**src/rtl/fetch_pkg.sv**
```systemverilog
// Shared types and constants for the instruction fetch sequencer.
// Holds the FSM state encoding, the reset PC default and the canonical NOP word.
package fetch_pkg;

    typedef enum logic [1:0] {
        ST_BOOT = 2'd0,
        ST_RUN  = 2'd1,
        ST_HALT = 2'd2
    } fetch_state_e;

    localparam logic [31:0] RESET_PC_DEFAULT = 32'h0000_0000;
    localparam logic [31:0] INST_NOP         = 32'h0000_0013;

    // A fetch address is unusable if it is not word aligned or lies past word last_idx.
    function automatic logic addr_bad(input logic [31:0] pc, input logic [31:0] last_idx);
        return (pc[1:0] != 2'b00) || ((pc >> 2) > last_idx);
    endfunction

endpackage

```
**src/rtl/fetch_skid_buf.sv**
```systemverilog
// One-entry skid buffer holding an instruction word and its address.
// Absorbs a returning fetch while the output stage is stalled by decode.
module fetch_skid_buf (
    input  logic        clk,
    input  logic        rst,
    input  logic        flush,
    input  logic        in_valid,
    output logic        in_ready,
    input  logic [31:0] in_inst,
    input  logic [31:0] in_pc,
    output logic        out_valid,
    input  logic        out_ready,
    output logic [31:0] out_inst,
    output logic [31:0] out_pc
);

    logic        full;
    logic        push;
    logic [31:0] inst_q;
    logic [31:0] pc_q;

    assign in_ready  = !full || out_ready;
    assign push      = in_valid && in_ready && !flush;
    assign out_valid = full;
    assign out_inst  = inst_q;
    assign out_pc    = pc_q;

    always_ff @(posedge clk or posedge rst) begin
        if (rst) begin
            full <= 1'b0;
        end else if (flush) begin
            full <= 1'b0;
        end else if (push) begin
            full <= 1'b1;
        end else if (out_ready) begin
            full <= 1'b0;
        end
    end

    // NOTE: the payload registers carry no reset; full gates every use, so stale data never escapes.
    always_ff @(posedge clk) begin
        if (push) begin
            inst_q <= in_inst;
            pc_q   <= in_pc;
        end
    end

endmodule

```
**src/rtl/fetch_sequencer.sv**
```systemverilog
// Instruction fetch sequencer: issues sequential fetches to a registered memory,
// buffers returning words behind a valid/ready decode interface, handles redirects and halt.
module fetch_sequencer
    import fetch_pkg::*;
#(
    parameter int unsigned N        = 20,
    parameter logic [31:0] RESET_PC = RESET_PC_DEFAULT
) (
    input  logic        clk,
    input  logic        rst,
    output logic [31:0] pc_out,
    input  logic [31:0] inst_in,
    input  logic        redirect_valid,
    input  logic [31:0] redirect_pc,
    input  logic        halt_req,
    output logic        if_valid,
    input  logic        if_ready,
    output logic [31:0] if_inst,
    output logic [31:0] if_pc,
    output logic        halted,
    output logic        fault
);

    fetch_state_e state;
    logic         inflight;
    logic [31:0]  inflight_pc;

    logic         skid_in_ready;
    logic         skid_valid;
    logic [31:0]  skid_inst;
    logic [31:0]  skid_pc;

    logic         in_run;
    logic         accept;
    logic         out_free;
    logic         do_halt;
    logic         do_redirect;
    logic         redirect_bad;
    logic         pc_bad;
    logic         flush;
    logic         issue;
    logic         skid_push;

    // NOTE: every signal here gets a value on every pass, so no latch can be inferred.
    always_comb begin
        in_run       = (state == ST_RUN);
        accept       = if_valid && if_ready;
        out_free     = !if_valid || accept;
        do_halt      = in_run && halt_req;
        // Halt outranks redirect; a redirect coinciding with halt is dropped.
        do_redirect  = in_run && !halt_req && redirect_valid;
        redirect_bad = do_redirect && (redirect_pc[1:0] != 2'b00);
        pc_bad       = in_run && !halt_req && !redirect_valid && addr_bad(pc_out, 32'(N));
        flush        = do_redirect;
        issue        = in_run && !halt_req && !redirect_valid && !pc_bad && !skid_valid &&
                       (!inflight || out_free);
        skid_push    = inflight && !flush && !out_free && skid_in_ready;
    end

    fetch_skid_buf u_skid (
        .clk       (clk),
        .rst       (rst),
        .flush     (flush),
        .in_valid  (skid_push),
        .in_ready  (skid_in_ready),
        .in_inst   (inst_in),
        .in_pc     (inflight_pc),
        .out_valid (skid_valid),
        .out_ready (out_free),
        .out_inst  (skid_inst),
        .out_pc    (skid_pc)
    );

    // NOTE: sequential state uses non-blocking assignments so all registers update from pre-edge values.
    always_ff @(posedge clk or posedge rst) begin
        if (rst) begin
            state       <= ST_BOOT;
            pc_out      <= RESET_PC;
            inflight    <= 1'b0;
            inflight_pc <= '0;
            if_valid    <= 1'b0;
            if_inst     <= '0;
            if_pc       <= '0;
            halted      <= 1'b0;
            fault       <= 1'b0;
        end else begin
            case (state)
                ST_BOOT: state <= ST_RUN;
                ST_RUN: begin
                    if (do_halt || redirect_bad || pc_bad) begin
                        state <= ST_HALT;
                    end
                end
                default: state <= ST_HALT;
            endcase

            if (redirect_bad || pc_bad) begin
                fault <= 1'b1;
            end

            if (issue) begin
                inflight_pc <= pc_out;
                pc_out      <= pc_out + 32'd4;
            end else if (do_redirect && !redirect_bad) begin
                pc_out <= redirect_pc;
            end
            inflight <= issue;

            // Skid content is older than the in-flight word, so it refills the output first.
            if (flush) begin
                if_valid <= 1'b0;
                if_inst  <= INST_NOP;
                if_pc    <= '0;
            end else if (out_free) begin
                if (skid_valid) begin
                    if_valid <= 1'b1;
                    if_inst  <= skid_inst;
                    if_pc    <= skid_pc;
                end else if (inflight) begin
                    if_valid <= 1'b1;
                    if_inst  <= inst_in;
                    if_pc    <= inflight_pc;
                end else begin
                    if_valid <= 1'b0;
                end
            end

            halted <= (state == ST_HALT) && !if_valid && !skid_valid && !inflight;
        end
    end

endmodule

```
**config.mk**
```make
export PLATFORM = sky130hd
export DESIGN_NAME = fetch_sequencer
export DESIGN_NICKNAME = d
export VERILOG_FILES = /design/src/rtl/fetch_pkg.sv /design/src/rtl/fetch_skid_buf.sv /design/src/rtl/fetch_sequencer.sv
export SDC_FILE = /design/constraint.sdc
export NUM_CORES = 1
export LEC_CHECK = 0
export BUFFER_PORTS_ARGS = -buffer_cell sky130_fd_sc_hd__buf_4
export CAP_MARGIN = 20
export CORE_MARGIN = 5
export CORE_UTILIZATION = 55
export DETAILED_ROUTE_END_ITERATION = 8
export GPL_ROUTABILITY_DRIVEN = 0
export PLACE_DENSITY = 0.81
export SYNTH_ARGS = -nofsm -noshare
export SYNTH_HDL_FRONTEND = slang
export SYNTH_HIERARCHICAL = 1
export SYNTH_SLANG_ARGS = --single-unit
```
**constraint.sdc**
```tcl
create_clock -name clk -period 10.7 [get_ports clk]
set_clock_uncertainty 0.05 [all_clocks]
set_input_delay 1.605 -clock clk [delete_from_list [all_inputs] [get_ports clk]]
set_output_delay 1.605 -clock clk [all_outputs]
set_load 0.01 [all_outputs]
```
==> impl_metrics.toml, run 1 <==
[timing]
period_share_pct = 32.42
fmax_ghz = 0.2883
finalHoldViolCount = 0
tns_ns = 0
setup_viol = 0
slew_violations = 0
tightest_slew_ns = 0.9253
min_period_ns = 3.469
max-slew-margin-rel_pct = 38.17
timing.final.ws_setup_ns = 7.231
grt_setup_unrepaired = "false"
hold_ws_ns = 0.4170

[global_route]
antenna_found_initial = 0
grt_pass1_vias = 5313
grt_max_degree = 79
grt_pass1_wl_um = 27260
grtUsageTotal_pct = 20.98
gr-total-overflow = 0

[floorplan]
rows = 43
die_w_um = 129.0
die_area_sq_um = 16640
die_h_um = 129.0
initial_core_util_pct = 56.12
num_io_pins = 168
coreArea_sq_um = 13880

[pwr]
power_frac_seq_pct = 49.9
p_per_area_nw_per_um2 = 182.3
p_leak_nw = 4.232
peakVddDrop_mv = 0.1242
switching_share_pct = 24.17
p_int_mw = 1.354
power_frac_comb_pct = 14.1
switching_power_mw = 0.4317
clkPwrFrac_pct = 36.0

[worst_setup_path]
cp.depth = 7
crit_required_ns = 10.72
endpoint_kind = "flop"
critPathSlowestCell = "buf_4"
r2r-start = "u_skid/out_valid"
rrSetupSlack_ns = 7.98
cp_max_fo = 64
worstPathArrival_ns = 3.49
critPathTopFamily = "buffers and inverters"
r2r_cells = 4
cp_common_cell = "buf_4"
cp-start-kind = "primary input"
crit_buf_inv = 4
max_stage_delay_ns = 0.55
worstSetupPathType = "primary input to flop"
cp_cell_sequence = "buf_4 -> nor3b_2 -> nand2_1 -> inv_2 -> buf_4 -> nor3b_4 -> buf_4"
timing.rr.end = "if_inst[28]"

[synth]
avgSynthCellArea_sq_um = 12.71
async_flop_share_pct = 67.84
ys_types = 38
synth-edff-count = 64
syn_area_sq_um = 7790
synthFlopType = "dfrtp_1"
yosys_warnings = 6
yosysSeqAreaShare_pct = 68.04
syn_nets = 684
ys_ff_latch = 199
postSynthCellCount = 613

[placed_design]
post-place-ws_ns = 6.792
port-buffer-count = 167
dp_hpwl_um = 11040

[clocking]
ctsHoldBuffers = 0
cts_setup_buffers = 0
insertion_delay_ns = 0.43
ctsResizeCount = 0
root_buffer = "clkbuf_16"
clock-sinks = 199
ctsHtreeMaxLevel = 4
cts_tree = "yes"
cts_buffers = 17
cts_max_path_buffers = 2
clkTransAtPathRegs_ns = 0.07

[routing]
drt_wl_total_um = 16720
vias = 5171
viasPerCell = 5.386
wl_per_cell_um = 17.41
drt_iter0_drc = 286
antenna_left = 0
dr.pass1.iters = 4
drc = 0

[min_path]
holdPathEnd = "u_skid/out_pc[0]"
hp-class = "flop to flop"
min_from = "inflight_pc[0]"
hold_path_depth = 0

[cells_and_area]
drive_gt1_share_pct = 27.82
n_antenna_cell = 0
syn2layout_area_growth_pct = 25.80
nNetsFinal = 838
final_util_pct = 70.60

[status]
outcome = "complete, no violations"

[job]
cap_violations = 0
==> worst max-delay path by stage <==
| stage | slack, ns | start | end |
|---|---|---|---|
| after floorplan | 5.38 | halt_req | u_skid/out_inst[0] |
| after global placement | 6.88 | halt_req | u_skid/out_inst[15] |
| after detailed placement | 6.79 | halt_req | u_skid/out_inst[13] |
| after CTS | 7.24 | halt_req | u_skid/out_pc[31] |
| after global routing | 7.08 | halt_req | u_skid/out_inst[27] |
| final | 7.23 | halt_req | u_skid/out_pc[20] |
==> through the flow <==
step	instances	power (mW)	area [sq um]
floorplan	613	1.009	7790
global placement	927	1.149	9183
detailed placement	927	1.160	9183
CTS	959	1.803	9779
global route	960	1.859	9799
finish	960	1.786	9799
==> area by class of cell <==
class                      instances  area [sq um]
sequential                       199          5304
fill                             962          4081
multi-input combinational        368          2323
timing repair buffer             174          1319
clock buffer                      21         450.4
tap                              180         225.2
clock inverter                    11         146.4
inverter                           7         31.28
==> routing by layer <==
metal	global-route usage (%)	up-vias	share of wire [%]
met1	28.00	2542	43
met5	0	-	0
li1	-	2470	-
met3	5.523	20	6.2
met4	7.412	0	1.8
met2	33.72	139	49
==> worst register-to-register path, stage by stage (launching register included) <==
cell      delay (ns)
dfrtp_4         0.83
o21a_4          0.57
buf_4           0.71
nor2_1          0.16
a211oi_1        0.29
==> kinds of logic after synthesis <==
group / share of synthesized area (%)
muxes: 8.224
DFF: 68.04
adders and majority gates: 0.3212
and+or+nand+nor: 13.56
buffers and inverters: 2.377
AOI/OAI and AO/OA: 7.485
==> cells in the mapped netlist, drive strengths merged (2+ instances only) <==
master	count	area share, %
dfrtp	135	43
nand2	96	4.6
nor2	65	3.1
edfxtp	64	25
mux2i	64	8.2
a211oi	61	5.9
nor2b	29	2.3
clkbuf	26	1.3
buf	13	0.79
inv	7	0.34
nor4	7	1.2
o21ai	7	0.45
nand3	5	0.32
nand2b	4	0.42
a21oi	3	0.19
nor3	3	0.19
nor3b	3	0.42
and2	2	0.16
and3	2	0.16
ha	2	0.32
nand4	2	0.24
o21a	2	0.19
or4	2	0.19
==> registers in the layout, indices dropped and copies added (netlist names) <==
signal / cells
inflight_pc: 32
if_pc: 32
if_inst: 32
u_skid/out_pc: 32
u_skid/out_inst: 32
state: 2
halted: 1
inflight: 1
u_skid/out_valid: 1
if_valid: 1
pc_out: 32
fault: 1
==> power groups by stage <==
| stage | sequential (mW) | combinational (mW) | clock [mW] |
|---|---|---|---|
| after floorplan | 0.923 | 0.0865 | 0 |
| after global placement | 0.902 | 0.247 | 0 |
| after detailed placement | 0.906 | 0.254 | 0 |
| after CTS | 0.892 | 0.257 | 0.655 |
| after global routing | 0.899 | 0.277 | 0.684 |
| final | 0.891 | 0.252 | 0.643 |
==> cells in the final DEF (no fill, tap or decap), drive strengths merged <==
cell | synthesis | routed
nor2 | 65 | 65
nand2b | 4 | 4
o21ai | 7 | 7
buf | 13 | 174
nand4 | 2 | 2
a21oi | 3 | 3
o311ai | 1 | 1
nand2 | 96 | 96
inv | 7 | 9
or3 | 1 | 1
nand3b | 1 | 1
nor4 | 7 | 7
clkinvlp | 0 | 1
nor2b | 29 | 29
clkbuf | 26 | 21
mux2i | 64 | 64
ha | 2 | 2
and3 | 2 | 2
o22ai | 1 | 1
or4 | 2 | 2
o41a | 1 | 1
a221o | 1 | 1
and2 | 2 | 2
a21o | 1 | 1
o21a | 2 | 2
clkinv | 0 | 5
nor3 | 3 | 3
nor3b | 3 | 3
nand3 | 5 | 5
dfrtp | 135 | 135
bufinv | 0 | 3
a211oi | 61 | 61
a31oi | 1 | 1
edfxtp | 64 | 64
o31a | 1 | 1
(Power assumes the default switching activity.)
==> run 2: changes to the inputs <==
ABC_AREA = 1   (was unset)
CORE_UTILIZATION = 54   (was 55)
PLACE_DENSITY = 0.79   (was 0.81)
clock period = 3.2 ns   (was 10.7 ns; I/O delays follow)
==> run 2 against run 1 <==
Die area increased by 3.4%; sequential power increased to 4.0 times the previous value; hold slack got worse by 0.22 ns; largest cell class unchanged; largest power group unchanged; highest routed layer unchanged.
==> impl_metrics.toml, run 2 <==
[cells_and_area]
design_area_sq_um = 9888
nNetsFinal = 989
fin_cells = 1115
fillers = 1132
layout_common_cells = "244 x nand2_1, 174 x buf_4, 134 x dfrtp_1"
drive_gt1_share_pct = 24.70
n_antenna_cell = 0
syn2layout_area_growth_pct = 24.65
final_common_cell = "nand2_1"

[floorplan]
die_area_sq_um = 17210
coreArea_sq_um = 14480
die_w_um = 131.2
initial_core_util_pct = 54.79
num_io_pins = 168
die_h_um = 131.2
rows = 44

[timing]
tightest_slew_ns = 0.7160
finalHoldViolCount = 0
grt_setup_unrepaired = "false"
slew_violations = 0
fmax_ghz = 0.4652
tns_ns = 0
setup_viol = 0
min_period_ns = 2.150
max-slew-margin-rel_pct = 52.27
timing.final.ws_setup_ns = 1.050
period_share_pct = 67.18

[worst_setup_path]
endpoint_kind = "flop"
max_stage_delay_ns = 0.43
worstSetupPathType = "flop to flop"
critPathTopFamily = "simple AND/OR/NAND/NOR gates"
cp_max_fo = 31
worstPathArrival_ns = 2.42
crit_start = "pc_out[3]"
cp-start-kind = "flop"
cp_common_cell = "nand2_1"
crit_buf_inv = 4
cp_cell_sequence = "inv_1 -> ha_1 -> inv_1 -> nand2_1 -> nand2_1 -> nand2_1 -> nand3_2 -> nor2_4 -> nand2_4 -> clkinv_2 -> nand2_1 -> nand2_1 -> inv_1"
crit_required_ns = 3.47
r2r-start = "pc_out[3]"
critPathSlowestCell = "dfrtp_1"

[synth]
ys_ff_latch = 199
syn_nets = 836
synth-edff-count = 64
yosysSeqAreaShare_pct = 66.81
synthTopCellsByCount = "244 x nand2_1, 135 x dfrtp_1, 115 x nor2_1"
yosys_warnings = 6
postSynthCellCount = 765
synth_top_area_share_pct = 42.59
yosysMostFrequentCell = "nand2_1"
yosysTopAreaCell = "dfrtp_1"
async_flop_share_pct = 67.84
synthFlopType = "dfrtp_1"
syn_area_sq_um = 7933
ys_top_cells_by_area = "dfrtp_1 43%, edfxtp_1 24%, nand2_1 12%"
ys_types = 29
avgSynthCellArea_sq_um = 10.37

[routing]
drt_wl_total_um = 17570
drc = 0
wl_per_cell_um = 15.76
drt_iter0_drc = 443
viasPerCell = 5.298
vias = 5907
antenna_left = 0
dr.pass1.iters = 6

[status]
outcome = "complete, no violations"

[min_path]
hp-class = "primary input to flop"
min_from = "inst_in[5]"

[clocking]
ctsResizeCount = 0
ctsHoldBuffers = 1
ctsHtreeMaxLevel = 4
clock-sinks = 199
cts_max_path_buffers = 2
insertion_delay_ns = 0.42
clkTransAtPathRegs_ns = 0.06
root_buffer = "clkbuf_16"
cts_setup_buffers = 0
cts_buffers = 17
cts_tree = "yes"

[pwr]
p_leak_nw = 4.781
peakVddDrop_mv = 0.5123
p_per_area_nw_per_um2 = 766.2

[placed_design]
placed_cell_area_sq_um = 9300
dp_hpwl_um = 11490
post-place-ws_ns = 0.9064
dp.cells = 1082
port-buffer-count = 167

[global_route]
grt_pass1_wl_um = 29810
antenna_found_initial = 0
grt_max_degree = 79
grt_pass1_vias = 6119
grtUsageTotal_pct = 20.95
gr-total-overflow = 0

[job]
cap_violations = 0
## run 2: cell types whose count changed after synthesis, sizes merged, moves of 51 or more
cell,previous run,this run
a311oi,0,61
nor2,65,122
a211oi,61,0
nand2,96,250
mux2i,64,0
inv,7,58
## run 2: final cells by class
type                            instances  area, sq um  area share, %
Sequential cell                       199         5301          53.61
Multi-Input combinational cell        464         2193          22.18
Timing Repair Buffer                  177         1356          13.72
Clock buffer                           24        481.7          4.872
Tap cell                              184        230.2          2.328
Inverter                               59        229.0          2.316
Clock inverter                          8        96.34         0.9743
## run 2: cell families (layout without fill, tap and decap cells)
kind of cell	Yosys count	in the layout	share of synthesized area, %
and+or+nand+nor	392	392	19.68
DFF	199	199	66.81
buffers and inverters	102	268	5.662
AOI/OAI and AO/OA	70	70	7.524
adders and majority gates	2	2	0.3154
## run 2: path summary, 6_finish.rpt
| path | end | slack, ns | cells after the start |
|---|---|---|---|
| max reg2reg | pc_out[2] | 1.05 | 13 |
| max | pc_out[2] | 1.05 | 13 |
| min reg2reg | u_skid/out_pc[20] | 0.42 | 0 |
| min in group asynchronous | u_skid/out_valid | 0.45 | 3 |
| min | u_skid/out_inst[5] | 0.20 | 1 |
| max in group asynchronous | if_inst[7] | 1.58 | 4 |
## run 2: stage by stage
step / power [mW] / hold slack, ns / util (%)
floorplan: 4.530 / 0.1587 / -
global placement: 5.497 / 0.3171 / 64.23
detailed placement: 5.583 / 0.3203 / 64.23
CTS: 7.662 / 0.1748 / 68.29
global route: 8.010 / 0.1736 / 68.29
finish: 7.577 / 0.1967 / 68.29
## run 2: report_power, final
part	switching, mW	internal (mW)	leakage, nW
sequential	0.372	3.20	2.22
combinational	0.922	1.01	2.28
clock	0.862	1.21	0.284
total	2.16	5.42	4.78
## run 2: layer usage
metal	vias to the layer above	share of wire, %	wire length [um]	global-route usage [%]
met5	-	0	0	0
met1	2824	43	7511	27.40
met2	227	47	8299	33.04
li1	2835	-	-	-
met3	21	8.6	1507	7.339
met4	0	1.4	252	6.755
